<file path="config.mk">
export PLATFORM = sky130hd
export DESIGN_NAME = fft_helpers_twiddle_sequencer
export DESIGN_NICKNAME = d
export VERILOG_FILES = /design/src/rtl/fft_helpers_twiddle_pkg.sv /design/src/rtl/fft_helpers_twiddle_addr.sv /design/src/rtl/fft_helpers_twiddle_sequencer.sv
export SDC_FILE = /design/constraint.sdc
export NUM_CORES = 1
export LEC_CHECK = 0
export ABC_CLOCK_PERIOD_IN_PS = 5300
export CAP_MARGIN = 20
export CORE_MARGIN = 1
export CORE_UTILIZATION = 42
export CTS_CLUSTER_DIAMETER = 80
export DETAILED_ROUTE_END_ITERATION = 12
export PLACE_DENSITY = 0.92
export SLEW_MARGIN = 10
export SYNTH_ARGS = -nofsm -noshare
export SYNTH_HDL_FRONTEND = slang
export SYNTH_HIERARCHICAL = 1
export SYNTH_SLANG_ARGS = --single-unit
</file>
<file path="constraint.sdc">
create_clock -name clk -period 5.3 [get_ports clk]
set_clock_uncertainty 0.1 [all_clocks]
set_input_delay 1.06 -clock clk [delete_from_list [all_inputs] [get_ports clk]]
set_output_delay 1.06 -clock clk [all_outputs]
set_load 0.005 [all_outputs]
</file>
<file path="src/rtl/fft_helpers_twiddle_pkg.sv">
// Shared types and elaboration-time helpers for the radix-2 DIT twiddle sequencer.
package fft_helpers_twiddle_pkg;

    typedef enum logic {
        IDLE = 1'b0,
        RUN  = 1'b1
    } state_t;

    // round(sin(2*pi*i/n) * 2^d), evaluated on the first quadrant and folded by symmetry
    function automatic int twiddle_sine(input int i, input int n, input int d);
        real pi;
        real x;
        real term;
        real acc;
        real scale;
        int  j;
        bit  neg;
        int  mag;
        pi    = 3.14159265358979323846;
        j     = i % n;
        neg   = 1'b0;
        if (j >= n / 2) begin
            neg = 1'b1;
            j   = j - n / 2;
        end
        if (j > n / 4)
            j = n / 2 - j;
        x     = 2.0 * pi * real'(j) / real'(n);
        acc   = x;
        term  = x;
        for (int unsigned t = 1; t <= 12; t++) begin
            term = -term * x * x / real'((2 * t) * (2 * t + 1));
            acc  = acc + term;
        end
        scale = 1.0;
        for (int unsigned t = 0; t < d; t++)
            scale = scale * 2.0;
        mag = $rtoi(acc * scale + 0.5);
        return neg ? -mag : mag;
    endfunction

endpackage

</file>
<file path="src/rtl/fft_helpers_twiddle_addr.sv">
// Stage/butterfly counter pair; exposes the twiddle index of the position after the next advance.
module fft_helpers_twiddle_addr
    import fft_helpers_twiddle_pkg::*;
#(
    parameter int N = 8
) (
    input  logic                          clk,
    input  logic                          reset,
    input  logic                          clear,
    input  logic                          advance,
    output logic [$clog2($clog2(N))-1:0]  s_next,
    output logic [$clog2(N)-1:0]          k_next,
    output logic                          last_next
);

    localparam int LOGN = $clog2(N);
    localparam int S    = LOGN;
    localparam int SW   = $clog2(S);
    localparam int BW   = LOGN - 1;
    localparam logic [BW-1:0]   B_MAX = BW'(N / 2 - 1);
    localparam logic [SW-1:0]   S_MAX = SW'(S - 1);
    localparam logic [LOGN-1:0] ONES  = '1;

    logic [SW-1:0]   s_q;
    logic [BW-1:0]   b_q;
    logic [BW-1:0]   b_n;
    logic            b_wrap;
    logic [LOGN-1:0] bx;
    logic [LOGN-1:0] bmask;

    always_comb begin
        b_wrap = (b_q == B_MAX);
        s_next = b_wrap ? s_q + 1'b1 : s_q;
        b_n    = b_wrap ? '0 : b_q + 1'b1;
        // k = (b mod 2^s) * (N >> (s+1)); the multiply is a left shift by log2(N)-1-s
        bx     = LOGN'(b_n);
        bmask  = ~(ONES << s_next);
        k_next = (bx & bmask) << (LOGN - 1 - int'(s_next));
        last_next = (s_next == S_MAX) && (b_n == B_MAX);
    end

    always_ff @(posedge clk) begin
        if (reset || clear) begin
            s_q <= '0;
            b_q <= '0;
        end else if (advance) begin
            s_q <= s_next;
            b_q <= b_n;
        end
    end

endmodule

</file>
<file path="src/rtl/fft_helpers_twiddle_sequencer.sv">
// Streams radix-2 DIT FFT twiddles (stage-major) over valid/ready from an elaboration-time sine table.
// Optional FFT_TWIDDLE_INVERSE_EN adds an 'inverse' input selecting conjugate (+sin) twiddles.
module fft_helpers_twiddle_sequencer
    import fft_helpers_twiddle_pkg::*;
#(
    parameter int N = 8,
    parameter int W = 32,
    parameter int D = 16
) (
    input  logic                          clk,
    input  logic                          reset,
    input  logic                          start,
`ifdef FFT_TWIDDLE_INVERSE_EN
    input  logic                          inverse,
`endif
    output logic                          out_val,
    input  logic                          out_ready,
    output logic [W-1:0]                  out_re,
    output logic [W-1:0]                  out_im,
    output logic [$clog2($clog2(N))-1:0]  out_stage,
    output logic                          out_last,
    output logic                          busy,
    output logic                          done
);

    localparam int LOGN = $clog2(N);
    localparam int SW   = $clog2(LOGN);

    state_t          state;
    logic [W-1:0]    tab [N];
    logic            start_acc;
    logic            advance;
    logic [SW-1:0]   s_next;
    logic [LOGN-1:0] k_next;
    logic            last_next;
    logic [LOGN-1:0] k_sel;
    logic [LOGN-1:0] re_idx;
    logic [LOGN-1:0] im_idx;
    logic            inv_sel;

    for (genvar g = 0; g < N; g++) begin : g_tab
        localparam logic [31:0] EU = 32'(twiddle_sine(g, N, D));
        assign tab[g] = {{(W - D - 1){EU[31]}}, EU[D:0]};
    end

    // a start coinciding with the done pulse is dropped
    assign start_acc = (state == IDLE) && start && !done;
    assign advance   = (state == RUN) && out_ready && !out_last;

    fft_helpers_twiddle_addr #(
        .N(N)
    ) u_addr (
        .clk       (clk),
        .reset     (reset),
        .clear     (start_acc),
        .advance   (advance),
        .s_next    (s_next),
        .k_next    (k_next),
        .last_next (last_next)
    );

`ifdef FFT_TWIDDLE_INVERSE_EN
    logic inv_q;

    always_ff @(posedge clk) begin
        if (reset)
            inv_q <= 1'b0;
        else if (start_acc)
            inv_q <= inverse;
    end

    assign inv_sel = start_acc ? inverse : inv_q;
`else
    assign inv_sel = 1'b0;
`endif

    always_comb begin
        k_sel  = start_acc ? '0 : k_next;
        re_idx = k_sel + LOGN'(N / 4);
        im_idx = inv_sel ? k_sel : k_sel + LOGN'(N / 2);
    end

    always_ff @(posedge clk) begin
        if (reset) begin
            state     <= IDLE;
            out_val   <= 1'b0;
            out_re    <= '0;
            out_im    <= '0;
            out_stage <= '0;
            out_last  <= 1'b0;
            busy      <= 1'b0;
            done      <= 1'b0;
        end else begin
            done <= 1'b0;
            case (state)
                IDLE: begin
                    if (start_acc) begin
                        state     <= RUN;
                        busy      <= 1'b1;
                        out_val   <= 1'b1;
                        out_re    <= tab[re_idx];
                        out_im    <= tab[im_idx];
                        out_stage <= '0;
                        out_last  <= 1'b0;
                    end
                end
                RUN: begin
                    if (out_ready) begin
                        if (out_last) begin
                            state   <= IDLE;
                            busy    <= 1'b0;
                            out_val <= 1'b0;
                            done    <= 1'b1;
                        end else begin
                            out_re    <= tab[re_idx];
                            out_im    <= tab[im_idx];
                            out_stage <= s_next;
                            out_last  <= last_next;
                        end
                    end
                end
                default: state <= IDLE;
            endcase
        end
    end

endmodule
</file>
Word-level counts from Yosys, hierarchy flattened --
Memories as Yosys holds them, arrays and structs flattened. Cells that the tools add are included.
Storage, ports and cells: bits in registers 74, ROM bits 512, bits of input ports 4, logic and storage cells 77, memories kept 2
Cells by class: add/subtract/negate cells 5, magnitude comparators 2, equal/unequal tests 7, shift-type cells 2, multiplexer cells 32, bitwise gates (word level) 6, reductions and logical operators 12
Memories:
- (name not given) | words 8, bits a word 32, rd ports 1, clocked after memory_dff 0, wr ports 0, RTL line fft_helpers_twiddle_sequencer.sv:116 | out_im <= tab[im_idx];
- (name not given) | words 8, bits a word 32, rd ports 1, clocked after memory_dff 0, wr ports 0, RTL line fft_helpers_twiddle_sequencer.sv:115 | out_re <= tab[re_idx];
Operator list (count):
- $mux 32 | 10
- $pmux 32 s2 | 2
- $shl 3x32->3 | 1
- $mux 1 | 10
- $mux 2 | 5
- $ge 4x4->1 const B | 2
- $ne 2x2->1 const B | 4
- $not 3->4 | 2
- $eq 2x2->1 const B | 3
- $pmux 1 s2 | 3
- $reduce_and 3->1 | 2
- $logic_and 1x1->1 | 5
- $add 2x1->2 const B | 2
- $pmux 2 s2 | 1
- $add 3x2->3 const B | 1
- $add 3x3->3 const B | 1
- $and 2x3->3 | 1
- $mux 3 | 1
- $not 3->3 | 1
- $reduce_or 3->1 | 1
- $shl 3x2->3 const A | 1
- $sub 2x2->3 const A | 1
- $logic_not 1->1 | 2
- $not 1->1 | 2
- 2 further kinds | 2

Logic depth before layout (Yosys ltp) --
word-level depth 15, gate-level depth with buffers 12

Cells and area by module --
The synthesis kept the hierarchy.
Modules (own cells, without submodules):
- fft_helpers_twiddle_sequencer | instances 1, cells an instance 117, area an instance 1011.0 um^2, sequential area each 300.3 um^2
- fft_helpers_twiddle_addr | instances 1, cells an instance 46, area an instance 391.6 um^2, sequential area each 80.1 um^2

Worst setup path after synthesis --
No wires, ideal clock.
path kind flip-flop to flip-flop, start point register u_addr.b_q[0], end point register out_re[16], setup time 70 ps, data arrival time 2389 ps, required time 5130 ps, path slack 2742 ps, cell stages (with the launch flop) 13, period minus slack after synthesis 2558 ps, path through dfxtp_1 -> ha_1 -> buf_6 -> nand2_1 -> xnor2_1 -> ha_1 -> nor2_1 -> nand2_1 -> o21ai_0 -> xor2_1 -> nand2b_1 -> or2_1 -> a21oi_1
Between the ends: word-level cells in the longest chain between the ends 15
RTL lines:
- start: declaration | RTL line fft_helpers_twiddle_addr.sv:25 | logic [BW-1:0] b_q;
- start signal: assignment | RTL line fft_helpers_twiddle_addr.sv:48 | b_q <= b_n;
- $eq 2x2->1 * | RTL line fft_helpers_twiddle_addr.sv:32 | b_wrap = (b_q == B_MAX);
- $mux 2 * | RTL line fft_helpers_twiddle_addr.sv:33 | s_next = b_wrap ? s_q + 1'b1 : s_q;
- named net s_next[1] | RTL line fft_helpers_twiddle_sequencer.sv:33 | logic [SW-1:0] s_next;
- $shl 3x2->3 | RTL line fft_helpers_twiddle_addr.sv:37 | bmask = ~(ONES << s_next);
- $not 3->3 | RTL line fft_helpers_twiddle_addr.sv:37
- $and 2x3->3 | RTL line fft_helpers_twiddle_addr.sv:38 | k_next = (bx & bmask) << (LOGN - 1 - int'(s_next));
- $shl 3x32->3 * | RTL line fft_helpers_twiddle_addr.sv:38
- named net k_next[2] | RTL line fft_helpers_twiddle_sequencer.sv:34 | logic [LOGN-1:0] k_next;
- $mux 3 * | RTL line fft_helpers_twiddle_sequencer.sv:78 | k_sel = start_acc ? '0 : k_next;
- $add 3x2->3 * | RTL line fft_helpers_twiddle_sequencer.sv:79 | re_idx = k_sel + LOGN'(N / 4);
- $not 3->4 (implied by the code) * | RTL line fft_helpers_twiddle_sequencer.sv:101, fft_helpers_twiddle_sequencer.sv:115
- $mem_v2 8x32 *
- $mux 32 (implied by the code) * (2 in series) | RTL line fft_helpers_twiddle_sequencer.sv:115
- $mux 32 | RTL line fft_helpers_twiddle_sequencer.sv:109 | if (out_last) begin
- $mux 32 | RTL line fft_helpers_twiddle_sequencer.sv:108 | if (out_ready) begin
- $pmux 32 s2 * | RTL line fft_helpers_twiddle_sequencer.sv:95 | case (state)
- end signal: assignment | RTL line fft_helpers_twiddle_sequencer.sv:101 | out_re <= tab[re_idx];
- end signal: assignment | RTL line fft_helpers_twiddle_sequencer.sv:115
- end: declaration | RTL line fft_helpers_twiddle_sequencer.sv:18 | output logic [W-1:0] out_re,
The timed path passes the listed nets; every way through them passes the cells marked *. The select of a mux whose other input is x is not followed. A chain may end at the register's enable or synchronous reset.

Worst setup path in the final report --
Same ends and word-level chain as after synthesis.

==> impl_results.md <==
* Fin util at 56.49%
* Syn nets at 171
* Clock latency on the worst-skew pair at 300 ps
* Final Setup Violations at 0
* Max Cap Viol at 0
* Synth cell types at 38
* Initial Utilization at 45.20%
* Slew of the pin with the lowest slew margin at 670.0 ps
* Met2 GRT Util at 24.13%
* Post-synthesis sequential element count at 19
* Core area at 0.003103 mm²
* Post-synthesis cell area at 0.001403 mm²
* Mean Syn Cell Area at 8.605 µm²
* PD cells at 139.4 mW/mm²
* Ports at 74
* Root Buffer: clkbuf_4
* Async SR Flop Fraction at 0%
* Lkg Pwr at 0.0006243 µW
* Routed len/inst at 11.05 µm
* Row cnt at 20
* Commonest non-fill, non-tap cell in the layout: clkdlybuf4s50_1
* Post-CTS setup buffers at 0
* Worst hold slack at 356.4 ps
* Die area at 0.003575 mm²
* Relative slew slack at 55.19%
* Die Ht at 59.79 µm
* PortBufs at 73
* Worst path required time at 5420 ps
* Diodes inserted at 0
* Reg2reg path depth at 11
* Max-slew violations at 0
* Setup Crit Path Kind: reg -> reg
* Via count at 1037
* Area Growth Syn to Fin at 24.98%
* Post-synth top area share at 31.04%
* Worst path arrival time at 3050 ps
* Non-filler instance count after layout at 223
* Area contributors post-synth: buf_4 31%, dfxtp_1 27%, nor2_1 4.0%, ha_1 3.6%, xor2_1 3.1%
* CP peak stage delay at 500 ps
* Initial antenna violation count at 0
* Fmax at 341.4 MHz
* Largest net degree at the start of global routing at 21
* Final worst-path cycle share at 55.26%
* Path category of the worst min-delay check: reg -> reg
* RR Endpoint: out_re[16]$_SDFFE_PP0P_
* R2R setup slack at 2370 ps
* Hold buffers post-CTS at 0
* GRT met1 Usage at 17.94%
* Outcome: complete, no violations
* DRT iter0 DRCs at 18
* Leading area contributor after synthesis: buf_4
* Avg Vias per Cell at 4.650
* Total Wirelength at 2.465 mm
* DRT Pass-1 Iters at 4
* Max IR drop VDD at 0.1394 mV
* Die X at 59.79 µm
* Routing usage on met3 at 3.896%
* Crit-path slowest cell: dfxtp_1
* First-pass GRT wire length at 3.919 mm
* Total GRT Usage at 14.36%
* Num CTS Buffers at 3
* CTS H-tree depth at 1
* CP Cell Sequence: ha_1, nand2_1, xnor2_1, ha_1, nor2_1, nand2_1, o21ai_0, xor2_1, nand2b_1, or2_1, a21oi_1
* Grt peak-use layer: met2
* Share of cells above drive strength 1 at 5.028%
* Synth Warn # at 6
* Post-synth top flop: dfxtp_1
* Post-synth EDFFs at 0
* Final HPWL from detailed placement at 1.826 mm
* Cell count after placement at 219
* Final Hold Vio Count at 0
* Setup_tns at 0 ps
* Post-Syn Instances at 163
* Critical Path Start Type: flip-flop
* Commonest cells after routing, fill and taps aside: 73 x clkdlybuf4s50_1, 19 x dfxtp_1, 15 x nor2_1, 7 x nand2_1, 6 x a21oi_1
* RSZ-0062 raised after global routing: false
* Sequential area share after synthesis at 27.12%
* GRT overflow at 0
* Worst hold path depth at 2
* Crit Path Max Fanout at 9
* Vias in the first global route at 811
* Hold path startpoint: out_im[16]$_SDFFE_PP0P_
* Post-CTS Resized at 0
* Worst reg2reg startpoint: u_addr/b_q[0]$_SDFFE_PP0P_
* Final layout net count at 188
* CTS tree: yes
* DR DRC count at 0
* Clock transition at path regs at 100 ps
* Hold path endpoint: out_im[16]$_SDFFE_PP0P_
* Final min period at 2929 ps
* GPL Wtd Cong at 0.7855
* Final antenna-violating net count at 0
* Worst setup EP type: flip-flop
* Clk sinks at 19
* Total power at 244.3 µW
* Longest Clk Path Bufs at 2
## critical path: cells and delay by family (launching register included)
| kind | cells | cell delay [ps] |
|---|---|---|
| adders and majority gates | 2 | 640 |
| and+or+nand+nor | 5 | 610 |
| AOI/OAI and AO/OA | 2 | 590 |
| DFF | 1 | 500 |
| xor gates and xnor gates | 2 | 400 |
## where the power goes
group / internal, µW / switching (µW) / total (µW)
clock network: 29.4 / 43.7 / 73.1
logic: 10.6 / 12.4 / 23.0
registers: 145 / 2.98 / 148
## cell type report
class / count / area (µm²)
fill: 292 / 1350
timing repair buffer: 73 / 730.7
multi-input combinational: 82 / 556.8
sequential: 19 / 380.4
tap: 44 / 55.05
clock buffer: 4 / 26.28
inverter: 1 / 3.754
## flip-flops by register name, summed over array words and instances (netlist names)
name,cells
state,1
busy,1
out_re,5
out_stage,2
done,1
out_last,1
u_addr/b_q,2
u_addr/s_q,2
out_im,4
## routing by layer
metal / vias up / part of all wire, % / routed length, µm
li1: 530 / - / -
met3: 3 / 6.9 / 171
met2: 45 / 47 / 1162
met1: 459 / 45 / 1113
met5: - / 0 / 0
met4: 0 / 0.69 / 17
## worst max path at each step
stage	from	endpoint	slack (ps)	depth (start not counted)
floorplan	u_addr/b_q[0]$_SDFFE_PP0P_	out_re[16]$_SDFFE_PP0P_	2740	12
global placement	out_ready	out_re[16]$_SDFFE_PP0P_	2440	5
detailed placement	u_addr/b_q[0]$_SDFFE_PP0P_	out_re[16]$_SDFFE_PP0P_	2400	11
CTS	u_addr/b_q[0]$_SDFFE_PP0P_	out_re[16]$_SDFFE_PP0P_	2370	11
global route	u_addr/b_q[0]$_SDFFE_PP0P_	out_re[16]$_SDFFE_PP0P_	2050	11
finish	u_addr/b_q[0]$_SDFFE_PP0P_	out_re[16]$_SDFFE_PP0P_	2370	11
## cell usage after synthesis, drive strengths merged (2+ instances only)
cell and number:
nand2b 2, nor3b 2, nand2 7, nor4 2, mux2i 2, nor2b 4
and3b 2, a22oi 2, buf 60, xor2 5, dfxtp 19, nor2 16
nand3 2, ha 4, a32oi 2, a21oi 6, nor3 5, o21ai 7
## per-stage QoR
step / instance area (µm²) / setup slack, ps
2_1_floorplan: 1403 / 2742
3_3_place_gp: 1727 / 2435
3_5_place_dp: 1727 / 2402
4_1_cts: 1753 / 2372
5_1_grt: 1753 / 2046
6_report: 1753 / 2371
## logic make-up (layout without fill, tap and decap cells)
family	count (synthesis)	after routing	share of synthesized area, %
DFF	19	19	27.12
buffers and inverters	62	78	33.18
AOI/OAI and AO/OA	23	23	11.15
xor gates and xnor gates	6	6	3.747
muxes	2	2	1.427
adders and majority gates	4	4	3.568
and+or+nand+nor	47	47	19.80
(Power assumes the default switching activity.)
==> variant 1, RTL diff (same settings) <==
The option `FFT_TWIDDLE_INVERSE_EN` is turned on by a define.
--- a/src/rtl/fft_helpers_twiddle_sequencer.sv
+++ b/src/rtl/fft_helpers_twiddle_sequencer.sv
@@ -2,2 +2,4 @@
 // Optional FFT_TWIDDLE_INVERSE_EN adds an 'inverse' input selecting conjugate (+sin) twiddles.
+`define FFT_TWIDDLE_INVERSE_EN
+
 module fft_helpers_twiddle_sequencer
Ports: changed (added inverse); port bits go from 74 to 75. The function was not compared with the original's and may differ.
==> variant 1 against the original RTL <==
Synthesized area rose by 6.7%; design area rose by 7.1%; largest cell class unchanged; wire length rose by 18%; synthesized cell count rose by 9.2%; highest routed layer unchanged; power rose by 34%; setup slack got worse by 0.0018 ns; sequential cell count rose by 1; final cell count rose by 7.2%.
==> variant 1: results (changes against the original RTL) <==
Seq/Total Area, Yosys 26.76% (was 27.12%); vias 1,152 (was 1,037); first-pass GRT wire length 4153 µm (was 3919 µm); switching power 0.07573 mW (was 0.05912 mW); Max Fanout on Critical Path 9 (unchanged); Combinational Power Share 12.0% (was 9.4%); cell family with most CP delay simple AND/OR/NAND/NOR gates (was adder cells); Total Wirelength 2911 µm (was 2465 µm); ys async rst share 0% (unchanged); largest net degree at the start of global routing 25 (was 21); Max IR drop VDD 111.3 µV (was 139.4 µV); Final #Nets 203 (was 188); crit path DAT 3.08 ns (was 3.05 ns); biggest regs out_re x5, out_im x4 (unchanged); cts repair resizes 0 (unchanged); Min-Delay Path Class reg2reg (unchanged); DRT Pass-1 Iters 4 (unchanged); dominant cells by area after synthesis buf_4 (29%), dfxtp_1 (27%), ha_1 (3.3%) (was buf_4 (31%), dfxtp_1 (27%), nor2_1 (4.0%)); syn_area_per_cell 8.407 µm² (was 8.605 µm²); DR iter-0 viols 23 (was 18); final period demand of the worst path 2.931 ns (was 2.929 ns); gp weighted congestion 0.8331 (was 0.7855); CTS Root Cell clkbuf_4 (unchanged); clock-pin slew on the worst setup and hold paths 0.12 ns (was 0.10 ns); Leakage 0.6700 nW (was 0.6243 nW); Max Buffers Root-to-Sink 2 (unchanged); Synth Warn # 6 (unchanged); Most used DFF post-synth dfxtp_1 (unchanged); Ant. Diodes 0 (unchanged); H-tree Lvls 1 (unchanged); clk_lat worst skew 0.32 ns (was 0.30 ns); Post-CTS Setup Repair Bufs 0 (unchanged); drt wl/cell 12.18 µm (was 11.05 µm); fraction of layout instances using a drive strength above 1 5.699% (was 5.028%); Synth cell types 41 (was 38); dpl cells 235 (was 219); flop2flop setup slack 2.37 ns (about the same); critical path's slowest cell dfxtp_1 (unchanged); input/output buffers 74 (was 73); Power Clock 0.129 mW (was 0.0731 mW); pre-CTS WS 2.288 ns (was 2.402 ns); worst slew pin tran 0.7719 ns (was 0.6700 ns); DP HPWL 2110 µm (was 1826 µm); TritonCTS Buffers 3 (unchanged); Mapped Nets 187 (was 171); combinational power 0.0391 mW (was 0.0230 mW); number of global-route vias before repair 924 (was 811); status finished, final reports clean (unchanged); Synth top cells by count buf_4 (58), dfxtp_1 (20), nor2_1 (11) (was buf_4 (58), dfxtp_1 (19), nor2_1 (15)); CP peak stage delay just over 0.5 ns; initial antenna violation count 0 (unchanged); Total GRT Usage 14.91% (was 14.36%)
## variant 1: cell types whose count changed after synthesis, moves of 3 or more
| cell | change |
|---|---|
| nand3_1 | +4 |
| nor2_1 | -4 |
| inv_1 | +4 |
| o32ai_1 | +3 |
## variant 1: area by class of cell
cell class,instances,area (µm²)
well taps,46,57.56
flip-flops and latches,20,400.4
fillers,324,1485
multi-input cells,89,604.3
inverters,6,22.52
repair buffers,74,740.7
clock buffers,3,22.52
clock inverters,1,30.03
## variant 1: path summary, 6_finish.rpt
path,startpoint,end,cells past startpoint
setup / recovery,u_addr/b_q[0]$_SDFFE_PP0P_,out_re[16]$_SDFFE_PP0P_,10
hold / removal,inv_q$_SDFF_PP0_,inv_q$_SDFF_PP0_,2
setup reg to reg,u_addr/b_q[0]$_SDFFE_PP0P_,out_re[16]$_SDFFE_PP0P_,10
hold reg to reg,inv_q$_SDFF_PP0_,inv_q$_SDFF_PP0_,2
## variant 1: through the flow
| step | instance area [µm²] | hold slack (ns) |
|---|---|---|
| 2_1_floorplan | 1496 | 0.3478 |
| 3_3_place_gp | 1826 | 0.3641 |
| 3_5_place_dp | 1826 | 0.3701 |
| 4_1_cts | 1878 | 0.3893 |
| 5_1_grt | 1878 | 0.4144 |
| 6_report | 1878 | 0.3879 |
## variant 1: kinds of logic after synthesis
logic type / share of synthesized area (%)
mux: 2.341
fa+ha+maj: 3.345
xor+xnor: 4.097
compound gates: 10.03
simple gates: 20.57
buf+inv: 32.86
flops: 26.76
## variant 1: routing by layer
layer / up-vias / GRT usage, % / share of wire [%]
met2: 56 / 25.81 / 46
met3: 5 / 2.070 / 7.0
met1: 515 / 18.05 / 45
met4: 0 / 7.619 / 1.8
met5: - / 0 / 0
li1: 576 / - / -
==> variant 2, RTL diff (same flow settings) <==
Without the edit above. Set the parameter `W` to 40 (it was 32).
--- a/src/rtl/fft_helpers_twiddle_sequencer.sv
+++ b/src/rtl/fft_helpers_twiddle_sequencer.sv
@@ -6,3 +6,3 @@
     parameter int N = 8,
-    parameter int W = 32,
+    parameter int W = 40,
     parameter int D = 16
Ports: changed (resized out_im and out_re); port bits go from 74 to 90. The function was not compared with the original's and may differ.
==> variant 2 against the original RTL <==
Wire length up 18%; core utilization up 0.58 points; design area up 12%; setup slack worse by 0.18 ns; synthesized area up 11%; via count up 6.4%; sequential cell count unchanged; critical endpoint is now out_re[34]$_SDFFE_PP0P_; power up 21%; highest routed layer unchanged; largest cell class unchanged.
==> variant 2: results (changes against the original RTL) <==
CTS Root Cell clkbuf_8 (was clkbuf_4); GR Util met2 23.52% (was 24.13%); met1 WL 1329 µm (was 1113 µm); flop2flop setup slack 2.19 ns (was 2.37 ns); Synth cell types 44 (was 38); fraction of layout instances using a drive strength above 1 7.179% (was 5.028%); vias 1,103 (was 1,037); Max IR drop VDD 158.6 µV (was 139.4 µV); gp weighted congestion 0.9685 (was 0.7855); Leakage 0.6918 nW (was 0.6243 nW); sequential cell area share 19.36% (was 21.70%); Total Wirelength 2917 µm (was 2465 µm); placed cell area 1918 µm² (was 1727 µm²); number of global-route vias before repair 919 (was 811); hold path start out_re[0]$_SDFFE_PP0P_ (was out_im[16]$_SDFFE_PP0P_); power per cell area 150.5 nW/µm² (was 139.4 nW/µm²); filler instances 300 (was 292); routed length on met3 165 µm (was 171 µm); Total GRT Usage 14.40% (was 14.36%); clk_lat worst skew 0.26 ns (was 0.30 ns); met2 WL post-DR 1397 µm (was 1162 µm); Cells after Synth 180 (was 163); Signal buffers 89 (was 73); inverters 4 (was 1); Worst R2R Path Depth 9 (was 11); input/output buffers 89 (was 73); Clock-cell share 2.357% (was 1.499%); Seq/Total Area, Yosys 24.34% (was 27.12%); Final #Nets 204 (was 188); final core occ 57.07% (was 56.49%); clock-pin slew on the worst setup and hold paths 0.07 ns (was 0.10 ns); multi-input gates 79 (was 82); status finished, final reports clean (unchanged); combinational power 0.0424 mW (was 0.0230 mW); met3 usage 4.562% (was 3.896%); largest net degree at the start of global routing 25 (was 21); cell family with most CP delay compound AO/OA/AOI/OAI gates (was adder cells)
-- variant 2: cell types whose count changed after synthesis, sizes merged, moves of 2 or more --
cell / before / now
a21o: 0 / 2
a22oi: 2 / 0
a32oi: 2 / 0
inv: 1 / 3
o21ai: 7 / 5
buf: 60 / 77
nor2: 16 / 9
a311oi: 0 / 2
nand3: 2 / 6
nor2b: 4 / 1
a22o: 0 / 3
-- variant 2: cells by family (layout without fill, tap and decap cells) --
| kind of cell | count (synthesis) | in the layout | share of synthesized area [%] |
|---|---|---|---|
| AOI/OAI and AO/OA | 25 | 25 | 11.45 |
| xor gates and xnor gates | 6 | 6 | 3.363 |
| adders and majority gates | 4 | 4 | 3.203 |
| buffers and inverters | 82 | 97 | 39.71 |
| DFF | 19 | 19 | 24.34 |
| muxes | 2 | 2 | 1.361 |
| and+or+nand+nor | 42 | 42 | 16.57 |
